<file path="src/rtl/whack_pkg.sv">
// Shared types and helpers for the whack-a-mole game controller.
// Latency: none (types and pure functions only).
// Backpressure: none.
package whack_pkg;

  typedef enum logic [1:0] {
    IDLE    = 2'd0,
    ARM     = 2'd1,
    PLAYING = 2'd2,
    OVER    = 2'd3
  } state_t;

  localparam int SCORE_W_DEF = 8;

  // Number of set bits in a zero-extended strobe vector.
  function automatic int unsigned popcount(input logic [31:0] v);
    int unsigned n;
    n = 0;
    for (int i = 0; i < 32; i++) begin
      n = n + 32'(v[i]);
    end
    return n;
  endfunction

  // a + b clamped to maxv; computed one bit wider so the sum cannot wrap.
  function automatic int unsigned sat_add(input int unsigned a,
                                          input int unsigned b,
                                          input int unsigned maxv);
    logic [32:0] s;
    s = {1'b0, a} + {1'b0, b};
    if (s > {1'b0, maxv}) return maxv;
    return s[31:0];
  endfunction

endpackage

</file>
<file path="src/rtl/whack_game_ctrl_if.sv">
// Signal bundle between the game controller and its surroundings (buttons, moles, timer, display).
// Latency: none (wires only).
// Backpressure: none; all signals are levels or single-cycle strobes.
interface whack_game_ctrl_if #(
  parameter int NUM_MOLES = 4,
  parameter int SCORE_W   = 8,
  parameter int TS_W      = 5
);
  logic                 start;
  logic [NUM_MOLES-1:0] hit_pulse;
  logic [NUM_MOLES-1:0] mole_up;
  logic [TS_W-1:0]      timer_seconds;
  logic                 timer_rst;
  logic                 timer_enable;
  logic                 playing;
  logic                 game_over;
  logic [SCORE_W-1:0]   score;
  logic [SCORE_W-1:0]   misses;
  logic [SCORE_W-1:0]   high_score;
  logic                 new_record;

  // Controller side.
  modport master (
    input  start, hit_pulse, mole_up, timer_seconds,
    output timer_rst, timer_enable, playing, game_over,
           score, misses, high_score, new_record
  );

  // Environment side.
  modport slave (
    output start, hit_pulse, mole_up, timer_seconds,
    input  timer_rst, timer_enable, playing, game_over,
           score, misses, high_score, new_record
  );
endinterface

</file>
<file path="src/rtl/sat_counter.sv">
// Saturating accumulator: adds a small increment each enabled cycle, clamps at all-ones.
// Latency: 1 cycle from en/add/clr to cnt.
// Backpressure: none; clr has priority over en.
module sat_counter
  import whack_pkg::*;
#(
  parameter int W  = 8,
  parameter int AW = 3
) (
  input  logic          clk,
  input  logic          rst_n,
  input  logic          clr,
  input  logic          en,
  input  logic [AW-1:0] add,
  output logic [W-1:0]  cnt
);

  localparam int unsigned MAXV = 32'((64'd1 << W) - 64'd1);

  // Clear wins; otherwise accumulate and stick at the maximum instead of wrapping.
  always_ff @(posedge clk or negedge rst_n) begin
    if (!rst_n) begin
      cnt <= '0;
    end else if (clr) begin
      cnt <= '0;
    end else if (en) begin
      cnt <= W'(sat_add(32'(cnt), 32'(add), MAXV));
    end
  end

endmodule

</file>
<file path="src/rtl/whack_game_ctrl.sv">
// Whack-a-mole round controller: sequences IDLE/ARM/PLAYING/OVER, scores hits, keeps the high score.
// Latency: state-decoded outputs follow the state register; score/misses/high_score/new_record 1 cycle after inputs.
// Backpressure: none; start is ignored while playing, hit strobes outside PLAYING are dropped.
module whack_game_ctrl
  import whack_pkg::*;
#(
  parameter int GAME_LENGTH_SECONDS = 20,
  parameter int CLKS_PER_MS         = 50000,
  parameter int HOLD_MS             = 3000,
  parameter int NUM_MOLES           = 4,
  parameter int SCORE_W             = SCORE_W_DEF
) (
  input  logic               clk,
  input  logic               rst_n,
  whack_game_ctrl_if.master  bus
);

  localparam int AW   = $clog2(NUM_MOLES + 1);
  localparam int PS_W = (CLKS_PER_MS > 1) ? $clog2(CLKS_PER_MS) : 1;
  localparam int MS_W = (HOLD_MS > 1) ? $clog2(HOLD_MS) : 1;
  localparam logic [PS_W-1:0] PS_LAST = PS_W'(CLKS_PER_MS - 1);
  localparam logic [MS_W-1:0] MS_LAST = MS_W'(HOLD_MS - 1);
  localparam int unsigned SCORE_MAX = 32'((64'd1 << SCORE_W) - 64'd1);

  state_t             state_q, state_d;
  logic               armed_q;
  logic [PS_W-1:0]    ps_q;
  logic [MS_W-1:0]    ms_q;
  logic [SCORE_W-1:0] high_q;
  logic               rec_q;
  logic [SCORE_W-1:0] score_q, miss_q, score_fin;
  logic [AW-1:0]      hits, empties;
  logic               time_up, hold_done;
  logic               t_rst, t_en, ply, ovr;

  assign hits    = AW'(popcount(32'(bus.hit_pulse & bus.mole_up)));
  assign empties = AW'(popcount(32'(bus.hit_pulse & ~bus.mole_up)));

  // The timer idles at 0 before it is loaded, so time-up only counts after a non-zero reading.
  assign time_up   = (state_q == PLAYING) && armed_q && (bus.timer_seconds == '0);
  assign hold_done = (ps_q == PS_LAST) && (ms_q == MS_LAST);

  // Final score including any hits landing on the time-up cycle.
  assign score_fin = SCORE_W'(sat_add(32'(score_q), 32'(hits), SCORE_MAX));

  // State register.
  always_ff @(posedge clk or negedge rst_n) begin
    if (!rst_n) state_q <= IDLE;
    else        state_q <= state_d;
  end

  // Next-state and state-decoded outputs; timer_rst is a pure decode, so it is high in IDLE even under reset.
  always_comb begin
    state_d = state_q;
    t_rst   = 1'b0;
    t_en    = 1'b0;
    ply     = 1'b0;
    ovr     = 1'b0;
    case (state_q)
      IDLE: begin
        t_rst = 1'b1;
        if (bus.start) state_d = ARM;
      end
      ARM: begin
        t_rst   = 1'b1;
        state_d = PLAYING;
      end
      PLAYING: begin
        t_en = 1'b1;
        ply  = 1'b1;
        if (time_up) state_d = OVER;
      end
      OVER: begin
        ovr = 1'b1;
        if (bus.start)     state_d = ARM;
        else if (hold_done) state_d = IDLE;
      end
      default: state_d = IDLE;
    endcase
  end

  // Armed flag: dropped while arming, set by the first non-zero timer reading in play.
  always_ff @(posedge clk or negedge rst_n) begin
    if (!rst_n) begin
      armed_q <= 1'b0;
    end else if (state_q == ARM) begin
      armed_q <= 1'b0;
    end else if ((state_q == PLAYING) && (bus.timer_seconds != '0)) begin
      armed_q <= 1'b1;
    end
  end

  // Game-over hold timer: ms prescaler feeding a ms count, parked at zero outside OVER.
  always_ff @(posedge clk or negedge rst_n) begin
    if (!rst_n) begin
      ps_q <= '0;
      ms_q <= '0;
    end else if (state_q != OVER) begin
      ps_q <= '0;
      ms_q <= '0;
    end else if (ps_q == PS_LAST) begin
      ps_q <= '0;
      if (ms_q != MS_LAST) ms_q <= ms_q + MS_W'(1);
    end else begin
      ps_q <= ps_q + PS_W'(1);
    end
  end

  // High score captured on the time-up cycle; strict improvement only, with a one-cycle record flag.
  always_ff @(posedge clk or negedge rst_n) begin
    if (!rst_n) begin
      high_q <= '0;
      rec_q  <= 1'b0;
    end else begin
      rec_q <= 1'b0;
      if (time_up && (score_fin > high_q)) begin
        high_q <= score_fin;
        rec_q  <= 1'b1;
      end
    end
  end

  sat_counter #(.W(SCORE_W), .AW(AW)) u_score (
    .clk   (clk),
    .rst_n (rst_n),
    .clr   (state_q == ARM),
    .en    (state_q == PLAYING),
    .add   (hits),
    .cnt   (score_q)
  );

  sat_counter #(.W(SCORE_W), .AW(AW)) u_misses (
    .clk   (clk),
    .rst_n (rst_n),
    .clr   (state_q == ARM),
    .en    (state_q == PLAYING),
    .add   (empties),
    .cnt   (miss_q)
  );

  assign bus.timer_rst    = t_rst;
  assign bus.timer_enable = t_en;
  assign bus.playing      = ply;
  assign bus.game_over    = ovr;
  assign bus.score        = score_q;
  assign bus.misses       = miss_q;
  assign bus.high_score   = high_q;
  assign bus.new_record   = rec_q;

endmodule

</file>
<file path="src/flat_wrapper.sv">
// flat-port wrapper written by rule: the top's interface ports become plain ports
module whack_game_ctrl_flat import whack_pkg::*;
#(
  parameter int GAME_LENGTH_SECONDS = 20,
  parameter int CLKS_PER_MS         = 50000,
  parameter int HOLD_MS             = 3000,
  parameter int NUM_MOLES           = 4,
  parameter int SCORE_W             = SCORE_W_DEF
)
  (clk, rst_n, bus_start, bus_hit_pulse, bus_mole_up, bus_timer_seconds, bus_timer_rst, bus_timer_enable, bus_playing, bus_game_over, bus_score, bus_misses, bus_high_score, bus_new_record);
  whack_game_ctrl_if #(.NUM_MOLES(NUM_MOLES), .SCORE_W(SCORE_W), .TS_W(($clog2((20))))) bus_i ();
  input  logic clk;
  input  logic rst_n;
  input wire logic [$bits(bus_i.start)-1:0] bus_start;
  input wire logic [$bits(bus_i.hit_pulse)-1:0] bus_hit_pulse;
  input wire logic [$bits(bus_i.mole_up)-1:0] bus_mole_up;
  input wire logic [$bits(bus_i.timer_seconds)-1:0] bus_timer_seconds;
  output wire logic [$bits(bus_i.timer_rst)-1:0] bus_timer_rst;
  output wire logic [$bits(bus_i.timer_enable)-1:0] bus_timer_enable;
  output wire logic [$bits(bus_i.playing)-1:0] bus_playing;
  output wire logic [$bits(bus_i.game_over)-1:0] bus_game_over;
  output wire logic [$bits(bus_i.score)-1:0] bus_score;
  output wire logic [$bits(bus_i.misses)-1:0] bus_misses;
  output wire logic [$bits(bus_i.high_score)-1:0] bus_high_score;
  output wire logic [$bits(bus_i.new_record)-1:0] bus_new_record;
  assign bus_i.start = bus_start;
  assign bus_i.hit_pulse = bus_hit_pulse;
  assign bus_i.mole_up = bus_mole_up;
  assign bus_i.timer_seconds = bus_timer_seconds;
  assign bus_timer_rst = bus_i.timer_rst;
  assign bus_timer_enable = bus_i.timer_enable;
  assign bus_playing = bus_i.playing;
  assign bus_game_over = bus_i.game_over;
  assign bus_score = bus_i.score;
  assign bus_misses = bus_i.misses;
  assign bus_high_score = bus_i.high_score;
  assign bus_new_record = bus_i.new_record;
  whack_game_ctrl #(.GAME_LENGTH_SECONDS(GAME_LENGTH_SECONDS), .CLKS_PER_MS(CLKS_PER_MS), .HOLD_MS(HOLD_MS), .NUM_MOLES(NUM_MOLES), .SCORE_W(SCORE_W)) u_core (.clk(clk), .rst_n(rst_n), .bus(bus_i));
endmodule
</file>
<file path="config.mk">
export PLATFORM = sky130hd
export DESIGN_NAME = whack_game_ctrl_flat
export DESIGN_NICKNAME = d
export VERILOG_FILES = /design/src/rtl/whack_pkg.sv /design/src/rtl/whack_game_ctrl_if.sv /design/src/rtl/sat_counter.sv /design/src/rtl/whack_game_ctrl.sv /design/src/flat_wrapper.sv
export SDC_FILE = /design/constraint.sdc
export NUM_CORES = 1
export LEC_CHECK = 0
export ABC_AREA = 1
export BUFFER_PORTS_ARGS = -buffer_cell sky130_fd_sc_hd__buf_2
export CORE_MARGIN = 8
export CORE_UTILIZATION = 56
export DETAILED_ROUTE_END_ITERATION = 8
export PLACE_DENSITY = 0.84
export REMOVE_ABC_BUFFERS = 1
export SYNTH_ARGS = -nofsm -noshare
export SYNTH_HDL_FRONTEND = slang
export SYNTH_SLANG_ARGS = --single-unit
</file>
<file path="constraint.sdc">
create_clock -name clk -period 2.9 [get_ports clk]
set_input_delay 0.29 -clock clk [delete_from_list [all_inputs] [get_ports clk]]
set_output_delay 0.29 -clock clk [all_outputs]
set_load 0.02 [all_outputs]
</file>
**Word level (Yosys, flattened, before mapping)**

Index checks and enable logic that the tools add are counted.

- Flip-flop bits (word level): 56
- Input port bits: 16
- Output and inout bits: 29
- Logic and storage cells: 136

- Add/subtract/negate cells: 66
- Magnitude comparators: 3
- Equality and inequality tests: 10
- Multiplexer cells: 31
- Bitwise operators: 3
- Reductions and logical operators: 15

Operators with widths:

| operator | number |
|---|---|
| 3-bit by 1-bit adder with 3-bit output | 32 |
| 3-bit by 1-bit adder with 3-bit output, second input constant | 28 |
| 8-bit 2-to-1 mux | 9 |
| 12-bit 2-to-1 mux | 3 |
| 4-bit by 32-bit bitwise AND with 32-bit output | 1 |
| 16-bit 2-to-1 mux | 2 |
| 4-bit NOT with 32-bit output | 1 |
| 8-bit by 3-bit adder with 9-bit output | 2 |
| 9-bit by 8-bit > comparator with 1-bit output, second input constant | 2 |
| 16-bit by 1-bit adder with 16-bit output, second input constant | 1 |
| 16-bit == test, second input constant | 1 |
| 12-bit by 1-bit adder with 12-bit output, second input constant | 1 |
| 12-bit == test, second input constant | 1 |
| 1-bit 2-to-1 mux | 12 |
| 12-bit != test, second input constant | 1 |
| 8-bit > comparator | 1 |
| 2-bit 2-to-1 mux | 4 |
| 2-bit case mux with 4 select lines | 1 |
| 2-bit nonzero test | 4 |
| 1-bit logical AND | 5 |
| 5-bit logical NOT | 1 |
| 5-bit nonzero test | 1 |
| 1-bit by 1-bit adder with 2-bit output | 2 |
| 4-bit bitwise AND | 1 |
| other kinds (9) | 11 |

**Depth between registers and ports, before layout**

- Depth after elaboration: 41
- Gate-level depth with buffers: 26
- Depth with buffers taken out: 26

**Hierarchy**

Synthesis repeated with hierarchy kept, for this count alone.

- Cell total of the unflattened synthesis: 591
- Area total of the unflattened synthesis: 4,201.5 um^2

Modules (own cells, without submodules):

| module | instances | cells each | area each (um^2) | sequential area each (um^2) |
|---|---|---|---|---|
| whack_game_ctrl | 1 | 417 | 2,970.3 | 1,001.0 |
| sat_counter | 2 | 87 | 615.6 | 200.2 |

**Least setup slack after synthesis**

OpenSTA, ideal clock, no wires.

- Kind: in2reg
- From: in bus_mole_up[0]
- To: reg u_core.high_q[1] (netlist: u_core.bus.high_score[1])
- Setup time: 0.125 ns
- Data arrival time: 3.147 ns
- Required time: 2.775 ns
- Setup slack: -0.372 ns
- Stages on the path: 26
- Path buffers: 1
- Path through: nand2_1 -> inv_1 -> ha_1 -> inv_1 -> fa_1 -> inv_1 -> ha_1 -> inv_1 -> fa_1 -> inv_1 -> nand2_1 -> nand2_1 -> nand4_1 -> nor2_2 -> inv_2 -> nand2_1 -> ha_1 -> nand2_1 -> nor2_1 -> nand2_1 -> nand3_1 -> inv_1 -> nand2_1 -> buf_2 -> nand2_1 -> o21ai_1

- Cells in the longest elaborated chain, start to end: 38
- Elaborated cells on any way between the ends: 39
- Those cells by class: 32 x add/sub; 2 x order compare; 3 x mux; 1 x bitwise; 1 x reduce/logical

RTL lines:

| element | line | source |
|---|---|---|
| start: declaration | flat_wrapper.sv:16 | `input wire logic [$bits(bus_i.mole_up)-1:0] bus_mole_up;` |
| 4-bit bitwise AND * | whack_game_ctrl.sv:36 | `assign hits = AW'(popcount(32'(bus.hit_pulse & bus.mole_up)));` |
| 1-bit by 1-bit adder with 2-bit output * | whack_pkg.sv:20 | `n = n + 32'(v[i]);` |
| 3-bit by 1-bit adder with 3-bit output * (30 in a row) | whack_pkg.sv:20 |  |
| 8-bit by 3-bit adder with 9-bit output * | whack_pkg.sv:30 | `s = {1'b0, a} + {1'b0, b};` |
| 9-bit by 8-bit > comparator with 1-bit output | whack_pkg.sv:31 | `if (s > {1'b0, maxv}) return maxv;` |
| 8-bit 2-to-1 mux / 1-bit 2-to-1 mux (equally long branches) | whack_pkg.sv:31 |  |
| 8-bit 2-to-1 mux * | whack_pkg.sv:32 | `return s[31:0];` |
| via u_core.score_fin[3] | whack_game_ctrl.sv:31 | `logic [SCORE_W-1:0] score_q, miss_q, score_fin;` |
| 8-bit > comparator * | whack_game_ctrl.sv:116 | `if (time_up && (score_fin > high_q)) begin` |
| 1-bit logical AND * | whack_game_ctrl.sv:116 |  |
| end signal: assignment | whack_game_ctrl.sv:117 | `high_q <= score_fin;` |
| end: declaration | whack_game_ctrl.sv:29 | `logic [SCORE_W-1:0] high_q;` |

The timed path passes the listed nets; every way through them passes the cells marked *.
A chain may end at the register's enable or synchronous reset.

**Worst setup path after layout**

- From: in bus_hit_pulse[0]
- To: reg u_core.high_q[1] (netlist: u_core.bus.high_score[1])

- Cells in the longest elaborated chain, start to end: 38
- Elaborated cells on any way between the ends: 39
- Those cells by class: 32 x add/sub; 2 x order compare; 3 x mux; 1 x bitwise; 1 x reduce/logical

RTL lines:

| element | line | source |
|---|---|---|
| start: declaration | flat_wrapper.sv:15 | `input wire logic [$bits(bus_i.hit_pulse)-1:0] bus_hit_pulse;` |
| 4-bit bitwise AND * | whack_game_ctrl.sv:36 |  |
| 1-bit by 1-bit adder with 2-bit output * | whack_pkg.sv:20 |  |
| 3-bit by 1-bit adder with 3-bit output * (30 in a row) | whack_pkg.sv:20 |  |
| 8-bit by 3-bit adder with 9-bit output * | whack_pkg.sv:30 |  |
| 9-bit by 8-bit > comparator with 1-bit output | whack_pkg.sv:31 |  |
| 8-bit 2-to-1 mux / 1-bit 2-to-1 mux (equally long branches) | whack_pkg.sv:31 |  |
| 8-bit 2-to-1 mux * | whack_pkg.sv:32 |  |
| via u_core.score_fin[2] | whack_game_ctrl.sv:31 |  |
| 8-bit > comparator * | whack_game_ctrl.sv:116 |  |
| 1-bit logical AND * | whack_game_ctrl.sv:116 |  |

Marked as above.

==> flow_summary.yaml <==
global_route:
  gr-total-overflow: 0
  antenna_found_initial: 0
  grt_pass1_wl_um: 16700
  first_global_vias: 3686
  track_usage_pct: 21.1
  grt_max_degree: 32
die:
  ioPinCount: 45
  die_w_um: 98.0
  die_area_mm2: 0.00961
  fp.dieH_um: 98.0
  initial_core_util_pct: 56.7
  core_mm2: 0.00664
  row_count: 30
timing:
  slew_violations: 0
  finalHoldViolCount: 0
  setup_viol: 9
  period_minus_slack_ps: 3380
  slew_headroom_pct: 54.2
  fin_crit_sh_pct: 117
  finClkSkew_ps: 10.6
  worst_slew_pin_slew_ps: 687
  fin_ws_ps: -482
  clock.fmax_ghz: 0.296
  rsz0062_at_grt: "true"
clock_network:
  clk_pin_slew_ps: 110
  numCtsBuffers: 5
  hold_buffers: 0
  clock_path_buffers: 2
  root_buffer: "clkbuf_8"
  clock_sinks: 56
  cts_tree: "done"
  ctsHtreeMaxLevel: 2
  clkLatencyLatePin_ps: 320
power:
  p_seq_share_pct: 30.4
  power_density_mw_per_mm2: 774
  leakage_nw: 2.39
  ir_drop_mv: 0.680
  comb_power_share_pct: 53.6
  clkPwrFrac_pct: 16.1
  p_int_mw: 1.93
  swShare_pct: 45.7
  switchingPower_mw: 1.62
synth:
  synth_fa_ha_area_share_pct: 10.1
  ys_seq_area_share_pct: 37.2
  async_reset_ff_share_pct: 100
  synth-simple-area-share_pct: 34.3
  synth_warnings: 0
  synth-xor-area-share_pct: 3.02
  synth-seq-cells: 56
  synth_top_family_by_area: "simple AND/OR/NAND/NOR gates"
  synth_area_mm2: 0.00377
  syn_avg_cell_area_um2: 7.28
  synth_compound_area_share_pct: 5.91
  synthCells: 518
  synth_edf_count: 0
  synth_mux_area_share_pct: 0
  synth.distinct_cells: 33
  ys.flop_type: "dfrtp_1"
cells_and_area:
  antenna_cells: 0
  final_cell_mix: "nand2_1, inv_1, dfrtp_1"
  nFillCells: 502
  final_area_mm2: 0.00459
  drive_gt1_share_pct: 25.7
  multi_input_area_mm2: 0.00218
  syn2layout_area_growth_pct: 21.8
  final_nets: 634
  regArea_mm2: 0.00140
  final_common_cell: "nand2_1"
  post-route-util_pct: 69.1
status:
  violations: "setup timing"
  status: "complete, but fails checks"
setup_path:
  crit_path_max_fanout: 5
  crit_required_ps: 3150
  cp_slowest_cell: "fa_2"
  path_buf_inv: 12
  endpoint_kind: "register"
  max_stage_delay_ps: 520
  path_delay_family: "adder cells"
  reg2reg_slack_ps: 30
  worstPathArrival_ps: 3630
  cpMostUsedCell: "inv_2"
  critical_path_class: "input port to register"
  startpoint_type: "input port"
place:
  hpwl_um: 6670
  numPortBuffers: 44
  finalWeightedCongestion: 0.898
  placed_cell_area_mm2: 0.00417
min_path:
  hold_class: "input port to asynchronous set/reset pin"
drt:
  wire_per_inst_um: 15.6
  vias_per_cell: 5.60
  vias: 3759
  drt-pass1-iter-count: 5
  routed_wl_um: 10400
  postRouteAntennaNets: 0
  drc: 0
  drt-initial-drc-count: 248
job:
  drv_cap: 0
[state kept, by name (all words and copies together) (netlist names)]
register	flops
u_core.ps_q	16
u_core.ms_q	12
u_core.bus.high_score	8
u_core.u_misses.cnt	8
u_core.u_score.cnt	8
u_core.state_q	2
u_core.armed_q	1
u_core.bus.new_record	1
[per-stage QoR]
step	instances	setup TNS [ps]	total power, mW	hold WS [ps]	setup slack (ps)
floorplan	510	-4240	2.07	-5.59	-514
global placement	651	-5260	2.58	371	-602
detailed placement	651	-6710	2.65	371	-773
CTS	667	-1800	3.35	25.5	-240
global route	671	-5140	3.79	61.2	-604
finish	671	-4010	3.55	3.12	-482
[cells in the mapped netlist, types with 3 or more instances]
| master | n | area [um^2] |
|---|---|---|
| xor2_1 | 13 | 114 |
| nand2_2 | 4 | 25.0 |
| nor2_2 | 4 | 25.0 |
| or2_2 | 3 | 18.8 |
| nand2_1 | 155 | 582 |
| nor2_1 | 48 | 180 |
| nand4_1 | 9 | 56.3 |
| inv_2 | 7 | 26.3 |
| inv_1 | 76 | 285 |
| nor3_1 | 11 | 55.1 |
| a21oi_1 | 13 | 65.1 |
| nand3_1 | 41 | 205 |
| ha_1 | 24 | 300 |
| fa_1 | 4 | 80.1 |
| dfrtp_1 | 56 | 1400 |
| o21ai_0 | 17 | 85.1 |
| buf_2 | 3 | 15.0 |
| nand3_2 | 3 | 30.0 |
| nor3_2 | 6 | 60.1 |
| o21ai_1 | 3 | 15.0 |
[cell type report]
cell class	count	area share [%]
clock buffers	7	2.10
clock inverters	1	0.654
inverters	83	6.84
multi-input cells	371	47.4
flip-flops and latches	56	30.5
well taps	80	2.18
repair buffers	73	10.3
[layer usage]
layer | track usage, % | share of wire, %
met5 | 0 | 0
met4 | 10.2 | 4.6
met3 | 5.33 | 7.3
met2 | 36.5 | 49
met1 | 23.6 | 39
[timing repair]
item                                    4_1_cts  5_1_grt
endpoints found under the setup margin        9        9
resized for setup                            41       14
buffers inserted                             10        4
pin swaps                                    20       10
[power groups by stage]
stage          Combinational [mW]  Clock (mW)  Sequential (mW)
6_report                     1.90       0.571             1.08
5_1_grt                      2.09       0.604             1.10
4_1_cts                      1.71       0.573             1.06
3_5_place_dp                 1.57           0             1.07
3_3_place_gp                 1.52           0             1.07
2_1_floorplan               0.891           0             1.18
[kinds of logic (layout without fill, tap and decap cells)]
family,after synthesis,after routing
flip-flops,56,56
XOR/XNOR,13,13
buffers and inverters,91,164
AO/OA/AOI/OAI,41,41
adder cells (fa/ha/maj),28,28
AND/OR/NAND/NOR,289,289
[path summary, 6_finish.rpt]
check                                       from                       end  depth (start not counted)
min reg2reg                       u_core.ps_q[0]            u_core.ps_q[0]                          1
max in group asynchronous                  rst_n            u_core.ms_q[8]                          2
min                                        rst_n    u_core.u_misses.cnt[3]                          1
max reg2reg                u_core.u_score.cnt[0]  u_core.bus.high_score[1]                         20
max                             bus_hit_pulse[0]  u_core.bus.high_score[1]                         27
min in group clk            bus_timer_seconds[4]            u_core.armed_q                          5
(Power assumes the default switching activity.)
